**src/rtl/regfile_wr_arbiter.sv**
```systemverilog
// Round-robin arbiter sharing the integer register-file write port between execute
// (port 0) and load (port 1) writeback. Optional forwarding ports under REGFILE_WR_BYPASS_EN.
module regfile_wr_arbiter #(
  parameter int XLEN = 64,
  parameter int NREG = 32,
  localparam int RDW = $clog2(NREG)
) (
  input  logic            clk,
  input  logic            rst_n,
  input  logic            freeze,
  input  logic            req0_valid,
  output logic            req0_ready,
  input  logic [RDW-1:0]  req0_rd,
  input  logic [XLEN-1:0] req0_data,
  input  logic            req1_valid,
  output logic            req1_ready,
  input  logic [RDW-1:0]  req1_rd,
  input  logic [XLEN-1:0] req1_data,
  output logic [NREG-2:0] en_x,
  output logic [XLEN-1:0] wr_data,
  output logic            wr_valid,
  output logic [RDW-1:0]  wr_rd
`ifdef REGFILE_WR_BYPASS_EN
  ,
  input  logic [RDW-1:0]  byp_rd,
  output logic            byp_hit,
  output logic [XLEN-1:0] byp_data
`endif
);

  logic            last_grant_r;
  logic            grant0_s;
  logic            grant1_s;
  logic            xfer_s;
  logic [RDW-1:0]  sel_rd_s;
  logic [XLEN-1:0] sel_data_s;
  logic [RDW-1:0]  wr_rd_r;
  logic [XLEN-1:0] wr_data_r;
  logic            wr_valid_r;

  // One-hot decode of a register index; x0 has no enable bit.
  function automatic logic [NREG-2:0] rd_to_en(input logic [RDW-1:0] rd);
    logic [NREG-2:0] en;
    for (int i = 1; i < NREG; i++) begin
      en[i-1] = (rd == RDW'(i));
    end
    return en;
  endfunction

  // Grant selection: the sole valid port wins, otherwise the port that did not win last.
  always_comb begin
    grant0_s = 1'b0;
    grant1_s = 1'b0;
    if (rst_n && !freeze) begin
      if (req0_valid && (!req1_valid || last_grant_r)) begin
        grant0_s = 1'b1;
      end else if (req1_valid) begin
        grant1_s = 1'b1;
      end else begin
        grant0_s = 1'b0;
        grant1_s = 1'b0;
      end
    end else begin
      grant0_s = 1'b0;
      grant1_s = 1'b0;
    end
  end

  // Write-port mux for the granted request.
  always_comb begin
    sel_rd_s   = req0_rd;
    sel_data_s = req0_data;
    if (grant1_s) begin
      sel_rd_s   = req1_rd;
      sel_data_s = req1_data;
    end else begin
      sel_rd_s   = req0_rd;
      sel_data_s = req0_data;
    end
  end

  assign xfer_s     = grant0_s | grant1_s;
  assign req0_ready = grant0_s;
  assign req1_ready = grant1_s;

  // Output stage and round-robin pointer; rd=0 transfers update the pointer but never write.
  always_ff @(posedge clk or negedge rst_n) begin
    if (!rst_n) begin
      last_grant_r <= 1'b1;
      wr_rd_r      <= '0;
      wr_data_r    <= '0;
      wr_valid_r   <= 1'b0;
    end else if (xfer_s) begin
      last_grant_r <= grant1_s;
      wr_rd_r      <= sel_rd_s;
      wr_data_r    <= sel_data_s;
      wr_valid_r   <= (sel_rd_s != '0);
    end else begin
      wr_rd_r      <= '0;
      wr_valid_r   <= 1'b0;
    end
  end

  // Enables come only from the registered stage, so reset clears them without a clock.
  assign en_x     = wr_valid_r ? rd_to_en(wr_rd_r) : '0;
  assign wr_data  = wr_data_r;
  assign wr_valid = wr_valid_r;
  assign wr_rd    = wr_rd_r;

`ifdef REGFILE_WR_BYPASS_EN
  assign byp_hit  = wr_valid_r && (wr_rd_r == byp_rd) && (byp_rd != '0);
  assign byp_data = byp_hit ? wr_data_r : '0;
`endif

endmodule

```
**config.mk**
```make
export PLATFORM = sky130hd
export DESIGN_NAME = regfile_wr_arbiter
export DESIGN_NICKNAME = d
export VERILOG_FILES = /design/src/rtl/regfile_wr_arbiter.sv
export SDC_FILE = /design/constraint.sdc
export NUM_CORES = 1
export LEC_CHECK = 0
export BUFFER_PORTS_ARGS = -buffer_cell sky130_fd_sc_hd__buf_2
export CORE_UTILIZATION = 30
export DETAILED_ROUTE_END_ITERATION = 16
export PLACE_DENSITY = 0.64
export SETUP_SLACK_MARGIN = 0.3
export SYNTH_ARGS = -nofsm -noshare
export SYNTH_HDL_FRONTEND = slang
export SYNTH_SLANG_ARGS = --single-unit
export TNS_END_PERCENT = 30
```
**constraint.sdc**
```tcl
create_clock -name clk -period 1.8 [get_ports clk]
set_input_delay 0.18 -clock clk [delete_from_list [all_inputs] [get_ports clk]]
set_output_delay 0.18 -clock clk [all_outputs]
set_load 0.02 [all_outputs]
```
==> flow_summary.ini, run 1 <==
[synthesis]
synth_commonest_cells = dfrtp_1, a221o_1, and3_1
yosys-top-cells-area = dfrtp_1, a221o_1, and3_1
synthFlopType = dfrtp_1
ys_types = 26
yosysTopAreaCellShare_pct = 51.43
synth_cells = 310
synth_area_leader_cell = dfrtp_1
synth_edf_count = 0
synth.most_common_cell = dfrtp_1
netlist_area_sq_mm = 0.003406
seq_area_frac_synth_pct = 52.20
syn_nets = 453
synthArstFlopShare_pct = 100.0
yosys_register_bits = 71
avgSynthCellArea_sq_um = 10.99
ys.warnings.count = 0

[clock_tree]
clk_path_buf_depth = 2
cts.sink_count = 71
numCtsBuffers = 9
cts_tree = done
root_buffer = clkbuf_16
htree_levels = 3
path_clk_slew_ps = 60
clk_latency_ps = 330

[pwr]
p_int_mw = 3.809
ir_worst_vdd_mv = 0.5677
swShare_pct = 30.59
p_sw_mw = 1.678
power.share.sequential_pct = 37.9
p_per_area_mw_per_mm2 = 1015
leakagePower_nw = 2.965
pwr-share-clk_pct = 35.6
p_comb_share_pct = 26.5

[outcome]
violations = hold timing
status = finished with violations

[global_route]
grt_usage_pct = 20.05
grt_pass1_wl_microns = 17910
antenna_found_initial = 0
grt_start_max_net_pins = 72
gr-total-overflow = 0
grt_pass1_vias = 3633

[drt]
drc = 0
dr.max_layer_used = met4
m1WireLength_microns = 4596
wl_per_cell_microns = 16.93
viasPerCell = 5.223
met2_length_microns = 5999
antenna_left = 0
vias = 3661
drt_iter0_drc = 202
wl_met3_microns = 988
firstDrtPassIters = 4
routed_wl_microns = 11870

[placement]
routabilityCongestion = 0.7235
post-dp-hpwl_microns = 8269
dp.cells = 671
io_buffers = 245

[sta]
finalMaxSlewViolations = 0
setup_violations = 0
setup_tns_ps = 0
rsz0062_at_grt = true
post-route-period-util_pct = 92.05
max_freq_mhz = 603.6
whs_ps = -34.67
hold_violations = 23
skew_ps = 5.321
tightestPinTransition_ps = 879.2
slew_headroom_pct = 41.19
finalCriticalPeriod_ps = 1657

[worst_setup_path]
critPathTopFamily = simple AND/OR/NAND/NOR gates
setup.worst_path.start = wr_rd[0]
rr_worst_depth = 5
end_kind = output port
r2r-end = wr_data[9]
cp_slowest_stage_delay_ps = 440
path_cells = nor2b_2 -> nand2_2 -> nor2_1 -> buf_2
cp-start-kind = flop
reg2reg_setup_slack_ps = 210
cp_slowest_cell = dfrtp_2
crit_type = flop to output port
r2r_start = last_grant_r
required_ps = 1620
path_buf_inv = 1
path_max_fanout = 5
arrival_ps = 1480

[finish]
utilization_pct = 49.45
diodes = 0
nNetsFinal = 699
syn2layout_area_growth_pct = 58.78
layout-drive-gt1-share_pct = 55.97
stdcell_count = 701

[die]
die_w_microns = 108.6
die-area_sq_mm = 0.01178
io_pins = 246
core_region_area_sq_mm = 0.01094
start_util_pct = 31.14
die_y_microns = 108.6
row_count = 38

[min_path]
hold_path.class = primary input to async pin

[flow_run]
cap_viol_max_count = 0
==> how the worst max path moves through the flow <==
stage | endpoint | slack, ps | cells after the start
after global placement | wr_data[21] | 300 | 4
after floorplan | en_x[0] | 380 | 3
after global routing | en_x[16] | 70 | 4
final | en_x[12] | 140 | 4
after CTS | req0_ready | 200 | 4
after detailed placement | wr_data[49] | 250 | 4
==> sequential cells by signal, indices dropped and copies added (netlist names) <==
signal and cells:
wr_data 64, wr_valid 1, wr_rd 5, last_grant_r 1
==> power groups by stage <==
stage	Clock [mW]	Sequential [mW]	Combinational [mW]
final	1.95	2.08	1.45
after global routing	2.07	2.11	1.56
after CTS	1.99	2.08	1.46
after detailed placement	0	2.09	1.42
after global placement	0	2.10	1.39
after floorplan	0	2.44	0.451
==> cell type report <==
type	instances	area [sq um]
timing repair buffer	268	1554
sequential	71	1783
tap	140	175.2
clock buffer	11	252.7
clock inverter	5	80.08
fill	1018	5528
multi-input combinational	206	1563
==> per-stage QoR <==
stage	power (mW)	area [sq um]	setup slack, ps
after detailed placement	3.508	4721	254.2
final	5.487	5408	143.2
after global routing	5.742	5408	67.41
after CTS	5.529	5295	198.2
after global placement	3.490	4721	304.6
after floorplan	2.886	3406	383.9
==> cells in the final DEF, fill, tap and decap left out, types with 2 or more instances in the layout <==
master	n
nor2_2	3
nand3_4	2
nor2_1	25
nand2_1	2
dlygate4sd3_1	2
buf_2	225
a21oi_1	6
nor2b_2	2
clkbuf_16	9
nand3_2	2
and3_1	64
nand3_1	5
dfrtp_2	4
buf_6	10
a221o_1	64
buf_4	27
o21ai_0	5
clkbuf_8	2
nor2_4	6
or4_1	2
buf_12	3
nand2_2	2
dfrtp_1	66
nor2b_4	2
bufinv_16	2
clkinvlp_4	2
==> timing repair <==
item                                    4_1_cts  5_1_grt
gates resized for setup                      33       34
endpoints found under the setup margin       69       97
cloned                                        1        0
hold buffers                                  2        0
pin swaps                                     2        5
setup buffers                                11        0
hold endpoints to repair                     20        0
==> metal layers <==
metal | vias to the layer above | global-route usage (%)
li1 | 1697 | -
met2 | 196 | 35.58
met4 | 0 | 8.108
met1 | 1745 | 22.96
met3 | 23 | 4.882
met5 | - | 0
==> cells by family after synthesis <==
family | share of synthesized area (%)
buffers and inverters | 6.025
flip-flops | 52.20
AND/OR/NAND/NOR | 20.87
AO/OA/AOI/OAI | 20.90
(Power assumes the default switching activity.)
==> inputs of run 2 (changes only) <==
HOLD_SLACK_MARGIN = 0.02   (was unset)
PLACE_DENSITY = 0.71   (was 0.64)
==> run 2 against run 1 <==
Compared with the run above:
- the flow still finishes with violations (hold timing)
- combinational power barely moved
- die area unchanged
- critical path depth did not move
- clock-buffer cell count is 1 higher
- sequential share of layout area is 0.81 points higher
- sequential power barely moved
- clock skew shrank 1.6 ps
- cell area decreased by 2.3%
- final cell count fell by 0.43%
- hold slack worse by 110 ps
- critical endpoint is now en_x[28]
- largest power group unchanged
- highest routed layer unchanged
==> flow_summary.ini, run 2 (synthesis gave the netlist of run 1 again) <==
[worst_setup_path]
crit_type = flop to output port
reg2reg_setup_slack_ps = 270
required_ps = 1620
end_kind = output port
cp-start-kind = flop
path_max_fanout = 6
arrival_ps = 1430

[finish]
mostFrequentLayoutCells = buf_2, and3_1, a221o_1, dfrtp_1, buf_4
syn2layout_area_growth_pct = 55.18
final_common_cell = buf_2
fill_cells = 990
largest_reg_flops = 64
layout-drive-gt1-share_pct = 55.83
fin_area_sq_mm = 0.005285
regArea_sq_mm = 0.001785
utilization_pct = 48.33
stdcell_count = 698
multiInputGateArea_sq_mm = 0.001539
nNetsFinal = 695

[drt]
viasPerCell = 5.236
wl_per_cell_microns = 16.75
drc = 0
firstDrtPassIters = 4
antenna_left = 0
vias = 3655
drt_iter0_drc = 177
routed_wl_microns = 11690

[placement]
post-dp-hpwl_microns = 8364
dp.cells = 672
dp_slack_ps = 294.4
routabilityCongestion = 0.7770
io_buffers = 245
dpl_cell_area_sq_mm = 0.004703

[sta]
fin_ws_ps = 188.8
slew_headroom_pct = 67.81
setup_violations = 0
post-route-period-util_pct = 89.51
skew_ps = 3.749
tightestPinTransition_ps = 482.9
rsz0062_at_grt = true
finalCriticalPeriod_ps = 1611
whs_ps = -143.3
max_freq_mhz = 620.7
setup_tns_ps = 0
hold_violations = 70
finalMaxSlewViolations = 0

[pwr]
p_per_area_mw_per_mm2 = 995.2
ir_worst_vdd_mv = 0.5295
power.total_mw = 5.260
leakagePower_nw = 2.905

[clock_tree]
path_clk_slew_ps = 60
htree_levels = 3
cts.sink_count = 71
numCtsBuffers = 9
root_buffer = clkbuf_16
clk_path_buf_depth = 2
clk_latency_ps = 320
cts_tree = done

[flow_run]
cap_viol_max_count = 0

[die]
start_util_pct = 31.14
core_region_area_sq_mm = 0.01094
row_count = 38
die_w_microns = 108.6
io_pins = 246
die-area_sq_mm = 0.01178
die_y_microns = 108.6

[outcome]
status = finished with violations
violations = hold timing

[global_route]
grt_start_max_net_pins = 54
antenna_found_initial = 1
grt_pass1_wl_microns = 17370
grt_usage_pct = 19.42
grt_pass1_vias = 3534
gr-total-overflow = 0

[min_path]
hold_path.class = primary input to async pin
run 2: critical path: stages, from the launching register on:
cell     delay [ps]
dfrtp_2         460
nor2b_4         190
nand3_2         130
nor2_1          160
buf_4           160
run 2: routing by layer:
| layer | global-route usage [%] | vias up | wire length [microns] |
|---|---|---|---|
| li1 | - | 1688 | - |
| met1 | 21.02 | 1756 | 4652 |
| met2 | 36.12 | 192 | 6048 |
| met3 | 3.677 | 19 | 742 |
| met4 | 9.073 | 0 | 250 |
| met5 | 0 | - | 0 |
run 2: worst paths after layout:
path,startpoint,endpoint,cells after the start
worst min register to register,wr_data[29],wr_data[29],1
max in group asynchronous,rst_n,last_grant_r,2
min in group clk,req0_data[25],wr_data[25],2
worst min-delay path,rst_n,wr_data[9],2
worst max register to register,last_grant_r,wr_data[15],5
worst max-delay path,wr_rd[0],en_x[28],4
run 2: power by group:
| group | internal (mW) | switching (mW) |
|---|---|---|
| sequential | 1.90 | 0.186 |
| clock | 1.10 | 0.631 |
| combinational | 0.621 | 0.822 |
run 2: what timing repair did:
| action | 4_1_cts | 5_1_grt |
|---|---|---|
| setup buffers | 6 | 2 |
| endpoints found under the hold margin | 70 | 70 |
| setup endpoints to repair | 33 | 94 |
| pin swaps | 2 | 9 |
| resized for setup | 24 | 45 |
| gates cloned | 1 | 0 |
run 2: final cells by class:
class                   count  share of cell area [%]
clock inverters             4                  0.8523
repair buffers            264                   28.22
clock buffers              12                   4.664
multi-input cells         206                   29.12
well taps                 140                   3.314
flip-flops and latches     71                   33.78
diodes                      1                 0.04735
